<file path="src/rtl/block_dispatch.sv">
// -----------------------------------------------------------------------------
// block_dispatch
//
// Consumer side of the staggered block-release interface. Each rising edge on a
// bit of block_ready becomes exactly one spawn transaction (block index plus a
// pseudo-random screen column) offered to the playfield on a valid/ready
// handshake. Blocks remain marked active from their accepted spawn until the
// playfield retires them with a block_done pulse.
//
// Ports
//   Clk          in   1             system clock
//   Reset        in   1             asynchronous, active-high reset
//   block_ready  in   [0:N-1]       release levels; bit i high = block i released
//   block_done   in   [N-1:0]       one-cycle pulse per bit: block i retired
//   spawn_ready  in   1             playfield accepts the spawn offer this cycle
//   spawn_valid  out  1             spawn offer valid
//   spawn_idx    out  [IW-1:0]      index of the block being spawned
//   spawn_x      out  [X_W-1:0]     spawn column
//   active       out  [N-1:0]       block spawned and not yet retired
//   spawn_count  out  8             accepted spawns, wraps modulo 256
//   all_clear    out  1             registered: something was spawned and nothing
//                                   is active, pending or in flight
// -----------------------------------------------------------------------------
module block_dispatch #(
    parameter int          NUM_BLOCKS  = 5,
    parameter int          X_W         = 10,
    parameter int          X_MIN       = 64,
    parameter int          X_SPAN_LOG2 = 9,
    parameter logic [15:0] LFSR_SEED   = 16'hACE1,
    localparam int         IW          = (NUM_BLOCKS > 1) ? $clog2(NUM_BLOCKS) : 1
) (
    input  logic                  Clk,
    input  logic                  Reset,
    input  logic [0:NUM_BLOCKS-1] block_ready,
    input  logic [NUM_BLOCKS-1:0] block_done,
    input  logic                  spawn_ready,
    output logic                  spawn_valid,
    output logic [IW-1:0]         spawn_idx,
    output logic [X_W-1:0]        spawn_x,
    output logic [NUM_BLOCKS-1:0] active,
    output logic [7:0]            spawn_count,
    output logic                  all_clear
);

    typedef enum logic [1:0] {
        ST_IDLE  = 2'd0,
        ST_LOAD  = 2'd1,
        ST_OFFER = 2'd2
    } state_t;

    state_t                state_reg;
    state_t                state_next;

    logic [NUM_BLOCKS-1:0] ready_q_reg;
    logic [NUM_BLOCKS-1:0] pending_reg;
    logic [NUM_BLOCKS-1:0] pending_next;
    logic [NUM_BLOCKS-1:0] active_reg;
    logic [NUM_BLOCKS-1:0] active_next;
    logic [IW-1:0]         cur_idx_reg;
    logic [X_W-1:0]        spawn_x_reg;
    logic [X_W-1:0]        x_next;
    logic [15:0]           lfsr_reg;
    logic [15:0]           lfsr_next;
    logic [7:0]            count_reg;
    logic                  all_clear_reg;
    logic                  all_clear_next;

    logic [NUM_BLOCKS-1:0] rise;
    logic [NUM_BLOCKS-1:0] held;
    logic [NUM_BLOCKS-1:0] accept;
    logic [NUM_BLOCKS-1:0] cur_onehot;
    logic [NUM_BLOCKS-1:0] low_onehot;
    logic [IW-1:0]         low_idx;
    logic                  load;
    logic                  handshake;

    assign load      = (state_reg == ST_LOAD);
    assign handshake = (state_reg == ST_OFFER) && spawn_ready;

    // Isolate the lowest set pending bit (two's-complement trick).
    assign low_onehot = pending_reg & (~pending_reg + NUM_BLOCKS'(1));

    always_comb begin
        low_idx = '0;
        for (int i = NUM_BLOCKS - 1; i >= 0; i--) begin
            if (pending_reg[i]) begin
                low_idx = IW'(i);
            end
        end
    end

    // Per-block rise detection and admission. A block that is being selected
    // in LOAD or offered in OFFER is treated as busy, so a re-rise of it is
    // dropped rather than producing a duplicate spawn.
    genvar gi;
    generate
        for (gi = 0; gi < NUM_BLOCKS; gi++) begin : g_bit
            assign rise[gi]       = block_ready[gi] & ~ready_q_reg[gi];
            assign cur_onehot[gi] = (cur_idx_reg == IW'(gi));
            assign held[gi]       = (load & low_onehot[gi]) |
                                    ((state_reg == ST_OFFER) & cur_onehot[gi]);
            assign accept[gi]     = rise[gi] & ~pending_reg[gi] & ~active_reg[gi] & ~held[gi];
        end
    endgenerate

    assign pending_next = (pending_reg & ~(load ? low_onehot : '0)) | accept;

    // Handshake set has priority over a same-edge retire of the same block.
    assign active_next = (active_reg & ~block_done) | (handshake ? cur_onehot : '0);

    assign lfsr_next = {1'b0, lfsr_reg[15:1]} ^ (lfsr_reg[0] ? 16'hB400 : 16'h0000);

    // Column = X_MIN + low LFSR bits, wrapped to the output width.
    assign x_next = X_W'(X_MIN) + X_W'(lfsr_reg[X_SPAN_LOG2-1:0]);

    assign all_clear_next = (count_reg != 8'd0) && (active_reg == '0) &&
                            (pending_reg == '0) && (state_reg == ST_IDLE);

    // Next-state and handshake output.
    always_comb begin
        state_next  = state_reg;
        spawn_valid = 1'b0;
        case (state_reg)
            ST_IDLE: begin
                if (pending_reg != '0) begin
                    state_next = ST_LOAD;
                end
            end
            ST_LOAD: begin
                state_next = ST_OFFER;
            end
            ST_OFFER: begin
                spawn_valid = 1'b1;
                if (spawn_ready) begin
                    state_next = (pending_next != '0) ? ST_LOAD : ST_IDLE;
                end
            end
            default: begin
                state_next = ST_IDLE;
            end
        endcase
    end

    always_ff @(posedge Clk or posedge Reset) begin
        if (Reset) begin
            state_reg <= ST_IDLE;
        end else begin
            state_reg <= state_next;
        end
    end

    always_ff @(posedge Clk or posedge Reset) begin
        if (Reset) begin
            ready_q_reg   <= '0;
            pending_reg   <= '0;
            active_reg    <= '0;
            cur_idx_reg   <= '0;
            spawn_x_reg   <= '0;
            lfsr_reg      <= LFSR_SEED;
            count_reg     <= 8'd0;
            all_clear_reg <= 1'b0;
        end else begin
            for (int i = 0; i < NUM_BLOCKS; i++) begin
                ready_q_reg[i] <= block_ready[i];
            end
            pending_reg   <= pending_next;
            active_reg    <= active_next;
            lfsr_reg      <= lfsr_next;
            all_clear_reg <= all_clear_next;
            if (load) begin
                cur_idx_reg <= low_idx;
                spawn_x_reg <= x_next;
            end
            if (handshake) begin
                count_reg <= count_reg + 8'd1;
            end
        end
    end

    assign spawn_idx   = cur_idx_reg;
    assign spawn_x     = spawn_x_reg;
    assign active      = active_reg;
    assign spawn_count = count_reg;
    assign all_clear   = all_clear_reg;

endmodule

</file>
<file path="config.mk">
export PLATFORM = sky130hd
export DESIGN_NAME = block_dispatch
export DESIGN_NICKNAME = d
export VERILOG_FILES = /design/src/rtl/block_dispatch.sv
export SDC_FILE = /design/constraint.sdc
export NUM_CORES = 1
export LEC_CHECK = 0
export ABC_AREA = 1
export CELL_PAD_IN_SITES_DETAIL_PLACEMENT = 1
export CELL_PAD_IN_SITES_GLOBAL_PLACEMENT = 2
export CORE_MARGIN = 2
export CORE_UTILIZATION = 29
export DETAILED_ROUTE_END_ITERATION = 12
export PLACE_DENSITY_LB_ADDON = 0.1
export SLEW_MARGIN = 20
export SYNTH_ARGS = -nofsm -noshare
export SYNTH_HDL_FRONTEND = slang
export SYNTH_SLANG_ARGS = --single-unit
</file>
<file path="constraint.sdc">
create_clock -name Clk -period 1.5 [get_ports Clk]
set_input_delay 0.15 -clock Clk [delete_from_list [all_inputs] [get_ports Clk]]
set_output_delay 0.15 -clock Clk [all_outputs]
set_load 0.005 [all_outputs]
</file>
=== Yosys cells after proc, flatten, opt, wreduce, memory -nomap -nowiden ===
Cells that the tools add are included.

* Bits in read-only memories: 0
* Bits in writable memories: 0
* Memories kept: 0
* Input bits: 13
* Latch bits: 0
* Output and inout port bits: 28
* Register bits after elaboration: 55
* Word-level logic and storage cells: 109

* $lt $le $gt $ge: 0
* Multiplexer cells: 13
* Bitwise logic cells: 64
* Reductions and logical operators: 12
* Shifts and indexed selects: 0
* Eq/ne operators: 8
* Div/mod/pow operators: 0
* Multipliers: 0
* Add/subtract/negate cells: 3

{| class="wikitable"
|+ Operators by type and width
! cell !! count
|-
| $and A1 B1 Y1 || 30
|-
| $not A1 Y1 || 20
|-
| $mux W16 || 1
|-
| $xor A15 B16 Y16 || 1
|-
| $and A5 B5 Y5 || 3
|-
| $mux W3 || 5
|-
| $not A5 Y5 || 3
|-
| $add A7 B9 Y10 const A || 1
|-
| $logic_not A5 Y1 || 2
|-
| $mux W5 || 2
|-
| $or A5 B5 Y5 || 2
|-
| $reduce_bool A5 Y1 || 2
|-
| $add A8 B1 Y8 const B || 1
|-
| $reduce_bool A8 Y1 || 1
|-
| $eq A3 B2 Y1 const B || 2
|-
| $pmux W2 S3 || 1
|-
| $add A5 B1 Y5 const B || 1
|-
| $or A1 B1 Y1 || 5
|-
| $logic_and A1 B1 Y1 || 4
|-
| $mux W2 || 2
|-
| $eq A3 B1 Y1 const B || 1
|-
| $eq A3 B3 Y1 const B || 1
|-
| $logic_not A3 Y1 || 1
|-
| $eq A2 B1 Y1 const B || 1
|-
| 6 further kinds || 7
|}

=== Logic depth before layout (Yosys ltp) ===
* Word-level depth: 12
* Mapped depth: 9
* Mapped depth without buffers: 9

=== Least setup slack after synthesis ===
Ideal clock, no wire load.

* Path kind: reg-to-reg
* Start point: reg state_reg[0]
* End point: reg count_reg[6], in the netlist spawn_count[6]
* Stages on the path, launching flop included: 7
* Period minus slack after synthesis: 1,195 ps
* Data required time: 1,421 ps
* Setup slack: 305 ps
* Data arrival time: 1,116 ps
* Library setup time: 79 ps
* Buffers on the path: 0
* Cell sequence: dfrtp_1 > inv_2 > nand2_2 > nor2_8 > nand4_4 > nor3_2 > xor2_1

* Longest elaborated chain between the ends: 2

{| class="wikitable"
|+ Ends and longest elaborated chain
! what !! line !! RTL
|-
| start: declaration || 51 || <nowiki>state_t state_reg;</nowiki>
|-
| start signal: assignment || 148 || <nowiki>state_reg <= state_next;</nowiki>
|-
| $eq A2 B2 Y1 || 78 || <nowiki>assign handshake = (state_reg == ST_OFFER) && spawn_ready;</nowiki>
|-
| $logic_and A1 B1 Y1 || 78 ||
|-
| end signal: assignment || 175 || <nowiki>count_reg <= count_reg + 8'd1;</nowiki>
|-
| end: declaration || 64 || <nowiki>logic [7:0] count_reg;</nowiki>
|}

Every way passes these cells.
A chain may end at the register's enable or synchronous reset.

=== Worst setup path after layout ===
* Start point: reg state_reg[1]
* End point: reg state_reg[0]

* Longest elaborated chain between the ends: 10
* Elaborated cells on any way between the ends: 39
* Those cells by class: 4 x eq/ne; 4 x mux; 28 x bitwise; 3 x reduce/logical

{| class="wikitable"
|+ Ends and longest elaborated chain
! what !! line !! RTL
|-
| $eq A2 B1 Y1 or $eq A2 B2 Y1 (tied branches) || 77, 101 ||
|-
| $and A1 B1 Y1 (on tied branches) || 100, 101 ||
|-
| $or A1 B1 Y1 || 100 || <nowiki>assign held[gi] = (load & low_onehot[gi]) |</nowiki>
|-
| $not A1 Y1 || 102 || <nowiki>assign accept[gi] = rise[gi] & ~pending_reg[gi] & ~active_reg[gi] & ~held[gi];</nowiki>
|-
| $and A1 B1 Y1 || 102 ||
|-
| $or A5 B5 Y5 * || 106 || <nowiki>assign pending_next = (pending_reg & ~(load ? low_onehot : '0)) | accept;</nowiki>
|-
| via pending_next[0] || 56 || <nowiki>logic [NUM_BLOCKS-1:0] pending_next;</nowiki>
|-
| $reduce_bool A5 Y1 * || 135 || <nowiki>state_next = (pending_next != '0) ? ST_LOAD : ST_IDLE;</nowiki>
|-
| $mux W1 * || 135 ||
|-
| $mux W2 * || 134 || <nowiki>if (spawn_ready) begin</nowiki>
|-
| $pmux W2 S3 * || 123 || <nowiki>case (state_reg)</nowiki>
|}

Mark *: on every way through the listed nets, which the timed path passes. The rest lies on a longest branch. The select of a mux whose other input is x is not followed.

==> flow_summary.toml <==
[outcome]
status = "finished, final reports clean"

[routing]
wl_per_cell_um = 14.1
topRoutingLayerUsed = "met4"
dr.pass1.iters = 3
wl_mm = 5.21
wl_met3_um = 191
ant_nets = 0
route.layer.met1.wl_mm = 2.65
vias_per_cell = 4.35
initialDrtViolationCount = 47
drc = 0
wl_met2_mm = 2.30
via_count = 1609

[power_and_ir_drop]
switchingPower_uw = 1610
switching_share_pct = 35.9
seqPwrFrac_pct = 44.9
power.share.clock_pct = 19.8
share_comb_of_total_power_pct = 35.2
p_int_uw = 2880
power_uw = 4490
p_leak_uw = 0.00139
ir_worst_vdd_uv = 415
p_per_area_nw_per_um2 = 1530

[worst_setup_path]
startpoint_type = "register"
slowest_delay_ps = 440
critPathArrivalTime_ps = 1660
crit_required_ps = 1710
worst-setup-path-type = "reg -> reg"
cp_max_fo = 6
end_kind = "register"
crit_slowest_cell = "dfrtp_2"
path_cells = "buf_6 -> nor2_4 -> buf_6 -> inv_2 -> nand2_1 -> nand2_2 -> nor2_2 -> nand2_1 -> nor2_1 -> nor2_1"

[yosys]
yosys.area_share.simple_pct = 22.0
syn_nets = 231
syn_inst = 215
ys_types = 28
synth_top_family_by_area = "simple AND/OR/NAND/NOR gates"
synth-seq-cells = 55
synth_adder_area_share_pct = 1.70
synth_xor_area_share_pct = 4.37
synth-compound-area-share_pct = 3.46
synthMuxAreaShare_pct = 0
synth_top_cells_by_area = "dfrtp_1, dfstp_2, nand2_1"
syn_area_um2 = 2210
seq_area_frac_synth_pct = 62.8
synth_top_area_share_pct = 53.3
syn_avg_cell_area_um2 = 10.3
yosysTopAreaCell = "dfrtp_1"
yosysWarnings = 0

[run]
cap_violations = 0

[clock_tree]
holdBufCountCts = 0
clk_transition_reported_paths_ps = 100
cts_buffers = 5
cts_tree = "done"
ctsHtreeMaxLevel = 2
insertion_delay_ps = 300
clock_sinks = 55
clockRootBuffer = "clkbuf_8"
clockBufferDepth = 2

[sta]
slew_headroom_pct = 78.1
finalSetupTns_ps = 0
slew_viol_final = 0
worstMarginPinSlew_ps = 325
fin_crit_sh_pct = 96.7
final_hold_viol_count = 0
rsz0062_at_grt = "yes"
setup-violations-final = 0
min_period_ps = 1450
fin_skew_ps = 5.37
maxClockFrequency_ghz = 0.690

[placed_design]
place_congestion = 0.769
numPortBuffers = 40
place_inst = 357
hpwlAfterDp_mm = 3.73

[layout]
final_cells = 370
largest_reg_flops = 16
antenna_cells = 0
nNetsFinal = 286
drive_gt1_share_pct = 19.2
area_delta_synth_final_pct = 33.2

[global_route]
groute.usage.overall_pct = 13.6
grt_pass1_vias = 1765
gr-total-overflow = 0
antenna_found_initial = 0
grt_max_degree = 56
grt_pass1_wl_mm = 8.89

[worst_hold_path]
hp-class = "in -> async"

[floorplanning]
io_pins = 41
rows = 31
start_util_pct = 30.3
die_w_um = 91.2
core_um2 = 7290
design.die.area_um2 = 8320
die_y_um = 91.2
==> layout by cell type, fill, tap and decap left out, types with 2 or more instances in the layout <==
cell and count:
buf_4 7, buf_6 2, clkbuf_8 7, clkdlybuf4s50_1 39, dfrtp_1 42, dfrtp_2 5, dfstp_2 8, ha_1 3
inv_1 25, inv_2 6, nand2_1 47, nand2_2 6, nand3_1 14, nand4_1 2, nor2_1 13, nor2_2 3
nor2_4 2, nor3_1 3, nor3_2 2, nor3b_1 2, o21ai_0 3, o21ai_1 6, o22ai_1 3, xor2_1 10
==> Yosys cell counts <==
| cell type | number |
|---|---|
| nor3b_1 | 2 |
| dfrtp_1 | 47 |
| inv_2 | 5 |
| nor3_2 | 2 |
| buf_2 | 1 |
| nand2_2 | 4 |
| nand2_1 | 50 |
| nor4_1 | 1 |
| ha_1 | 3 |
| o22ai_1 | 3 |
| nand4_1 | 2 |
| a21oi_1 | 1 |
| o21a_1 | 1 |
| nor3_1 | 3 |
| o21ai_0 | 3 |
| nor2_1 | 15 |
| inv_1 | 26 |
| xnor2_1 | 1 |
| nand4_4 | 1 |
| nand3_1 | 14 |
| nor2_2 | 1 |
| nor2_4 | 2 |
| o21ai_1 | 6 |
| dfstp_2 | 8 |
| or2_0 | 1 |
| clkbuf_1 | 1 |
| xor2_1 | 10 |
| nor2_8 | 1 |
==> final cells by class <==
cell class,count,area [um^2]
inverters,31,116
clock buffers,8,100
fillers,862,4350
well taps,99,124
multi-input cells,127,712
flip-flops and latches,55,1390
repair buffers,50,494
==> final timing paths <==
path	endpoint	slack, ps	startpoint	cells past startpoint
min in group Clk	ready_q_reg[1]	300	block_ready[1]	1
max	state_reg[0]	50	state_reg[1]	10
min reg2reg	lfsr_reg[8]	370	lfsr_reg[9]	0
max reg2reg	state_reg[0]	50	state_reg[1]	10
min	spawn_count[5]	220	Reset	3
max in group asynchronous	lfsr_reg[5]	990	Reset	3
==> timing repair <==
item	in CTS	in global routing
resized for setup	3	11
buffers inserted	2	3
pin swaps	1	3
setup endpoints to repair	2	3
==> worst max-delay path, delay by kind of cell (launching register included) <==
kind | cells | cell delay [ps]
flops | 1 | 440
buf+inv | 3 | 290
simple gates | 7 | 620
==> routing by layer <==
metal  global-route usage (%)  vias to the layer above
li1                         -                      777
met1                     18.6                      793
met2                     21.3                       35
met3                     3.15                        4
met4                     4.55                        0
met5                        0                        -
==> logic make-up after synthesis <==
family,count (synthesis)
and+or+nand+nor,99
DFF,55
buffers and inverters,33
AOI/OAI and AO/OA,14
xor gates and xnor gates,11
adders and majority gates,3
==> through the flow <==
stage	setup slack (ps)	utilization (%)	hold slack [ps]	area [um^2]
floorplan	20.3	-	181	2210
global placement	43.3	38.0	341	2770
detailed placement	55.6	38.0	345	2770
CTS	0.153	39.6	225	2890
global route	-24.7	40.3	250	2940
finish	50.0	40.3	216	2940
==> power by group through the flow <==
stage | registers [uW] | logic, uW | clock network [uW]
floorplan | 1990 | 797 | 0
finish | 2020 | 1580 | 892
global placement | 2050 | 1450 | 0
CTS | 2010 | 1510 | 944
global route | 2060 | 1790 | 998
detailed placement | 2050 | 1450 | 0
No activity file was read; power rests on OpenSTA's default activity.
